$ cat src/rtl/hazard_ctrl.sv
`default_nettype none
// ============================================================================
// Module   : hazard_ctrl
// Purpose  : Pipeline sequencer for the 5-stage RV32I core. It decides each
//            cycle whether PC and IF/ID advance, stall or flush. It injects
//            decode bubbles and freezes the pipeline while data memory is
//            busy. A redirect that arrives during a memory freeze is
//            replayed once memory releases.
// Revision : 1.0 - initial release
// ----------------------------------------------------------------------------
// Parameters
//   FLUSH_CYCLES : extra IF/ID flush cycles after a redirect (0..7)
//   CNT_WIDTH    : width of the performance counters
// Ports
//   clk, reset      : rising-edge clock, asynchronous active-high reset
//   i_id_Valid      : IF/ID holds a real instruction
//   i_id_Reg1/Reg2  : rs1/rs2 of the IF/ID instruction
//   i_ex_MemRead    : ID/EX instruction is a load
//   i_ex_RegDst     : rd of the ID/EX instruction
//   i_ex_Redirect   : taken branch / jump resolved in EX
//   i_mem_Busy      : data memory not ready, MEM must hold
//   o_PcWrEn/o_PcSel: PC load enable / redirect-target select
//   o_IfIdWrEn      : IF/ID load enable
//   o_IfIdFlush     : IF/ID loads a NOP
//   o_SetCtlZero    : decode injects a bubble into ID/EX
//   o_PipeHold      : ID/EX, EX/MEM, MEM/WB hold
//   o_StallCnt      : load-use stall cycles (perf feature)
//   o_FlushCnt      : redirects applied (perf feature)
// Build option
//   HAZARD_PERF_CNT_EN : when defined, builds saturating performance
//                        counters; otherwise both counter ports read 0.
// ============================================================================
module hazard_ctrl #(
   parameter int unsigned FLUSH_CYCLES = 1,
   parameter int unsigned CNT_WIDTH    = 16
) (
   input  logic                 clk,
   input  logic                 reset,
   input  logic                 i_id_Valid,
   input  logic [4:0]           i_id_Reg1,
   input  logic [4:0]           i_id_Reg2,
   input  logic                 i_ex_MemRead,
   input  logic [4:0]           i_ex_RegDst,
   input  logic                 i_ex_Redirect,
   input  logic                 i_mem_Busy,
   output logic                 o_PcWrEn,
   output logic                 o_PcSel,
   output logic                 o_IfIdWrEn,
   output logic                 o_IfIdFlush,
   output logic                 o_SetCtlZero,
   output logic                 o_PipeHold,
   output logic [CNT_WIDTH-1:0] o_StallCnt,
   output logic [CNT_WIDTH-1:0] o_FlushCnt
);

   typedef enum logic [1:0] {
      S_RUN     = 2'd0,
      S_FLUSH   = 2'd1,
      S_MEMWAIT = 2'd2
   } state_t;

   localparam logic [2:0] c_FLUSH_LOAD = 3'(FLUSH_CYCLES);

   state_t     r_state;
   state_t     w_state_nxt;
   logic [2:0] r_flush_cnt;
   logic [2:0] w_flush_cnt_nxt;
   logic       r_pending;
   logic       w_pending_nxt;
   logic       w_load_use;
   logic       w_redir;

   // x0 as destination never creates a dependency.
   assign w_load_use = i_id_Valid & i_ex_MemRead & (i_ex_RegDst != 5'd0) &
                       ((i_ex_RegDst == i_id_Reg1) | (i_ex_RegDst == i_id_Reg2));

   // A redirect seen during a memory freeze is held in r_pending and
   // applied on the first free cycle.
   assign w_redir = i_ex_Redirect | r_pending;

   always_ff @(posedge clk or posedge reset) begin
      if (reset) begin
         r_state     <= S_RUN;
         r_flush_cnt <= 3'd0;
         r_pending   <= 1'b0;
      end else begin
         r_state     <= w_state_nxt;
         r_flush_cnt <= w_flush_cnt_nxt;
         r_pending   <= w_pending_nxt;
      end
   end

   always_comb begin
      w_state_nxt     = r_state;
      w_flush_cnt_nxt = r_flush_cnt;
      w_pending_nxt   = r_pending;
      o_PcWrEn        = 1'b1;
      o_PcSel         = 1'b0;
      o_IfIdWrEn      = 1'b1;
      o_IfIdFlush     = 1'b0;
      o_SetCtlZero    = 1'b0;
      o_PipeHold      = 1'b0;

      if (reset) begin
         // Keep fetch quiet and decode bubbled while reset is applied.
         o_PcWrEn        = 1'b0;
         o_IfIdWrEn      = 1'b0;
         o_IfIdFlush     = 1'b1;
         o_SetCtlZero    = 1'b1;
         w_state_nxt     = S_RUN;
         w_flush_cnt_nxt = 3'd0;
         w_pending_nxt   = 1'b0;
      end else if (i_mem_Busy) begin
         // Whole-pipeline freeze; the same behaviour applies in every
         // state, including S_MEMWAIT.
         o_PcWrEn      = 1'b0;
         o_IfIdWrEn    = 1'b0;
         o_PipeHold    = 1'b1;
         w_pending_nxt = r_pending | i_ex_Redirect;
         w_state_nxt   = S_MEMWAIT;
      end else if (w_redir) begin
         // A redirect outranks both a flush in progress and a load-use stall.
         o_PcSel       = 1'b1;
         o_IfIdFlush   = 1'b1;
         o_SetCtlZero  = 1'b1;
         w_pending_nxt = 1'b0;
         if (FLUSH_CYCLES > 0) begin
            w_flush_cnt_nxt = c_FLUSH_LOAD;
            w_state_nxt     = S_FLUSH;
         end else begin
            w_state_nxt = S_RUN;
         end
      end else if (r_state == S_FLUSH) begin
         // Kill the wrong-path words still returning from synchronous imem.
         // A load-use match is ignored here because IF/ID is being discarded.
         o_IfIdFlush     = 1'b1;
         o_SetCtlZero    = 1'b1;
         w_flush_cnt_nxt = r_flush_cnt - 3'd1;
         if (r_flush_cnt <= 3'd1) begin
            w_state_nxt = S_RUN;
         end
      end else begin
         // S_RUN, or S_MEMWAIT released without a redirect.
         w_state_nxt = S_RUN;
         if (w_load_use) begin
            // One bubble is enough: next cycle the load is in EX/MEM.
            o_PcWrEn     = 1'b0;
            o_IfIdWrEn   = 1'b0;
            o_SetCtlZero = 1'b1;
         end
      end
   end

`ifdef HAZARD_PERF_CNT_EN
   logic [CNT_WIDTH-1:0] r_stall_cnt;
   logic [CNT_WIDTH-1:0] r_redir_cnt;
   logic                 w_stall_evt;
   logic                 w_redir_evt;

   // The bubble-with-PC-frozen pattern occurs only for a load-use stall,
   // and PcSel is high only on a redirect-apply cycle. During reset the
   // counters are held cleared, so the forced reset outputs never count.
   assign w_stall_evt = o_SetCtlZero & ~o_PcWrEn;
   assign w_redir_evt = o_PcSel;

   always_ff @(posedge clk or posedge reset) begin
      if (reset) begin
         r_stall_cnt <= '0;
         r_redir_cnt <= '0;
      end else begin
         if (w_stall_evt && !(&r_stall_cnt)) begin
            r_stall_cnt <= r_stall_cnt + CNT_WIDTH'(1);
         end
         if (w_redir_evt && !(&r_redir_cnt)) begin
            r_redir_cnt <= r_redir_cnt + CNT_WIDTH'(1);
         end
      end
   end

   assign o_StallCnt = r_stall_cnt;
   assign o_FlushCnt = r_redir_cnt;
`else
   assign o_StallCnt = '0;
   assign o_FlushCnt = '0;
`endif

endmodule
`default_nettype wire

$ cat config.mk
export PLATFORM = sky130hd
export DESIGN_NAME = hazard_ctrl
export DESIGN_NICKNAME = d
export VERILOG_FILES = /design/src/rtl/hazard_ctrl.sv
export SDC_FILE = /design/constraint.sdc
export NUM_CORES = 1
export LEC_CHECK = 0
export ABC_AREA = 1
export CELL_PAD_IN_SITES_DETAIL_PLACEMENT = 2
export CELL_PAD_IN_SITES_GLOBAL_PLACEMENT = 2
export CORE_ASPECT_RATIO = 1.4
export CORE_UTILIZATION = 17
export CTS_CLUSTER_SIZE = 8
export DETAILED_ROUTE_END_ITERATION = 10
export MAX_ROUTING_LAYER = met4
export PLACE_DENSITY_LB_ADDON = 0.1
export RECOVER_POWER = 100
export SLEW_MARGIN = 0
export SYNTH_ARGS = -nofsm -noshare
export SYNTH_HDL_FRONTEND = slang
export SYNTH_SLANG_ARGS = --single-unit
$ cat constraint.sdc
create_clock -name clk -period 2.2 [get_ports clk]
set_input_delay 0.22 -clock clk [delete_from_list [all_inputs] [get_ports clk]]
set_output_delay 0.22 -clock clk [all_outputs]
set_load 0.03 [all_outputs]
Word-level counts from Yosys, hierarchy flattened:

Cells that the tools add are included.
Widths: inputs -> output; s select.

* logic and storage cells: 50
* memory bits (writable): 0
* register bits: 6
* input bits: 21
* bits in read-only memories: 0
* memories: 0
* output and inout port bits: 38
* latch bits: 0

* reductions and logical operators: 4
* add/subtract/negate cells: 1
* bitwise operators: 5
* $lt $le $gt $ge: 1
* multipliers: 0
* mux-type cells: 31
* divide/modulo/power cells: 0
* shift-type cells: 0
* eq/ne operators: 5

Operator list (count)
* $mux 1: 22
* $mux 3: 4
* $eq 5x5->1: 2
* $mux 2: 5
* $reduce_bool 3->1: 2
* $ne 5x4->1 const B: 1
* $reduce_bool 5->1: 1
* $and 1x1->1: 3
* $le 3x1->1 const B: 1
* $sub 3x1->3 const B: 1
* $eq 2x1->1 const B: 1
* $ne 2x2->1 const B: 1
* $or 1x1->1: 2
* $reduce_and 2->1: 1

Logic depth before layout (Yosys ltp):

* depth in word-level cells: 8
* mapped depth: 10
* mapped depth without buffers: 9

Least setup slack after synthesis:

No wires, ideal clock.

* path type: in2out
* from: input i_mem_Busy
* to: output o_SetCtlZero
* path buffers: 0
* stages on the path: 5
* arrival: 1154 ps
* setup slack: 826 ps
* path through: inv_1 nor2_1 inv_2 o21ai_4 nand2_1

* word-level cells in the longest chain between the ends: 2

Ends and longest elaborated chain
* start, declared: RTL line 45 `input logic i_mem_Busy,`
* $mux 1: RTL line 113 `end else if (i_mem_Busy) begin`
* $mux 1: RTL line 104 `if (reset) begin`
* end, declared: RTL line 50 `output logic o_SetCtlZero,`

Every way passes these cells.

Final worst setup path:

* from: input reset
* to: output o_IfIdFlush

* word-level cells in the longest chain between the ends: 1

Ends and longest elaborated chain
* start, declared: RTL line 38 `input logic reset,`
* $mux 1: RTL line 104
* end, declared: RTL line 49 `output logic o_IfIdFlush,`

Every way passes these cells.

==> flow_metrics.tcl <==
set metrics [dict create \
    required_ns 1.98 \
    avgViaCountPerCell 3.30 \
    route.detailed.drc 0 \
    clockBufferDepth 2 \
    fmax_ghz 0.492 \
    p_leak_uw 0.000570 \
    synth_area_sq_um 816 \
    ys_seq_elements 6 \
    drive_above_1_share_pct 9.03 \
    fin_skew_ns 0.00373 \
    worstSetupStartpointType "input port" \
    yosys.area.top_type "buf_4" \
    grt_pass1_vias 792 \
    setup_ws_ns 0.167 \
    ys_types 20 \
    dr.pass1.iters 3 \
    clk_pin_slew_ns 0.04 \
    finalMaxSlewViolations 0 \
    final_util_pct 22.9 \
    ios 59 \
    crit_buf_inv 4 \
    finalCriticalPeriod_ns 2.03 \
    overflow 0 \
    coreArea_sq_mm 0.00457 \
    tritoncts "done" \
    holdWs_ns 0.501 \
    finalCritPeriodShare_pct 92.4 \
    place.gp.congestion 0.696 \
    detail-route-antenna-nets 0 \
    dieHeight_microns 84.0 \
    slowest_delay_ns 0.67 \
    synth-seq-area-share_pct 18.4 \
    synth_area_leaders "buf_4 30%, dfrtp_1 18%, nand2_1 11%" \
    timing.final.hold_violations 0 \
    htree_levels 1 \
    layout.nets 180 \
    synth_top_area_share_pct 30.4 \
    worstSetupPathType "input port to primary output" \
    setup_tns_ns 0 \
    portBuffers 26 \
    wl_mm 1.93 \
    n_antenna_cell 0 \
    cp_slowest_cell "clkdlybuf4s50_1" \
    final_cell_mix "32 x conb_1, 24 x nand2_1, 20 x clkdlybuf4s50_1, 19 x inv_1, 16 x nor2_1" \
    critPathTopFamily "buffers and inverters" \
    power_density_mw_per_mm2 486 \
    synth_cells 127 \
    finalSetupViolations 0 \
    mostFrequentLayoutCell "conb_1" \
    antenna_found_initial 0 \
    rows 29 \
    critPathCaptureType "primary output" \
    critPathMaxFanout 4 \
    ir_drop_mv 0.105 \
    clkLatencyLatePin_ns 0.22 \
    status "complete, no violations" \
    clock-sinks 6 \
    hold_path.class "input port to async pin" \
    grt_pass1_wl_mm 3.18 \
    synth.avg_cell_area_sq_um 6.42 \
    clockRootBuffer "clkbuf_8" \
    hpwl_mm 1.80 \
    ys.warnings.count 0 \
    max-cap-violations 0 \
    wl_per_cell_microns 8.88 \
    crit_arrival_ns 1.81 \
    cts_inserted_buffers 3 \
    cts_setup_buffers 0 \
    start_util_pct 17.8 \
    grt_max_degree 8 \
    grtUsageTotal_pct 8.25 \
    rsz0062_at_grt "no" \
    crit_top_cell "clkdlybuf4s50_1" \
    vias 716 \
    dieArea_sq_mm 0.00508 \
    syn2layout_area_growth_pct 28.5 \
    drt_iter0_drc 4 \
    dpl_worst_slack_ns 0.0977 \
    place_area_sq_mm 0.00102 \
    dieWidth_microns 60.5 \
    crit_chain "clkdlybuf4s50_1, nor2_1, inv_1, o21ai_4, inv_2, clkdlybuf4s50_1" \
    fin_area_sq_mm 0.00105 \
]
power by group:
part | switching [uW] | leakage, uW | internal, uW | total, uW
sequential | 6.81 | 0.0000794 | 120 | 127
clock | 46.6 | 0.0000216 | 118 | 164
combinational | 151 | 0.000469 | 67.9 | 219
cells in the mapped netlist, drive strengths merged:
| library cell | instances |
|---|---|
| inv | 23 |
| a31oi | 1 |
| nand3 | 5 |
| conb | 1 |
| o31ai | 1 |
| xor2 | 1 |
| nand4 | 3 |
| nand2 | 25 |
| dfrtp | 6 |
| clkinv | 1 |
| xnor2 | 2 |
| nor2 | 18 |
| buf | 33 |
| o21ai | 5 |
| ha | 2 |
routing by layer:
metal | vias to the layer above | routed length [microns] | global-route usage (%)
met5 | - | 0 | -
met4 | 0 | 8 | 2.48
met2 | 23 | 1150 | 16.3
met3 | 2 | 86 | 0.930
li1 | 370 | - | -
met1 | 321 | 680 | 7.76
cell families after synthesis:
kind of cell	Yosys count	synth area share, %
buf+inv	57	41.4
simple gates	51	27.3
compound gates	7	6.14
flops	6	18.4
xor+xnor	3	3.22
fa+ha+maj	2	3.07
other cells	1	0.460
tightest hold or removal path: cells and delay by family:
kind | cells | cell delay [ns]
buffers and inverters | 3 | 0.92
cell type report:
class | instances | area, sq um
well taps | 62 | 77.6
flip-flops and latches | 6 | 150
repair buffers | 27 | 245
clock buffers | 3 | 41.3
inverters | 24 | 90.1
multi-input cells | 95 | 444
fillers | 603 | 3520
timing repair:
item | CTS | global route
hold buffers | 0 | 0
resized for setup | 0 | 1
setup endpoints to repair | 0 | 1
sequential cells by signal, summed over array words and instances (netlist names):
register	count
r_pending	1
r_flush_cnt	3
r_state	2
through the flow:
stage	power, uW	cells
after floorplan	323	158
after global placement	350	214
after detailed placement	354	214
after CTS	523	217
after global routing	546	217
final	510	217
worst paths after layout:
kind / slack [ns] / to / startpoint / depth (start not counted)
min in group clk: 0.54 / r_flush_cnt[1]$_DFFE_PP0P_ / r_flush_cnt[1]$_DFFE_PP0P_ / 2
max reg2reg: 0.99 / r_flush_cnt[2]$_DFFE_PP0P_ / r_pending$_DFFE_PP0P_ / 6
max: 0.17 / o_IfIdFlush / reset / 6
max in group asynchronous: 1.41 / r_flush_cnt[0]$_DFFE_PP0P_ / reset / 3
min: 0.50 / r_flush_cnt[1]$_DFFE_PP0P_ / reset / 3
min reg2reg: 0.54 / r_flush_cnt[1]$_DFFE_PP0P_ / r_flush_cnt[1]$_DFFE_PP0P_ / 2
(Power assumes the default switching activity.)
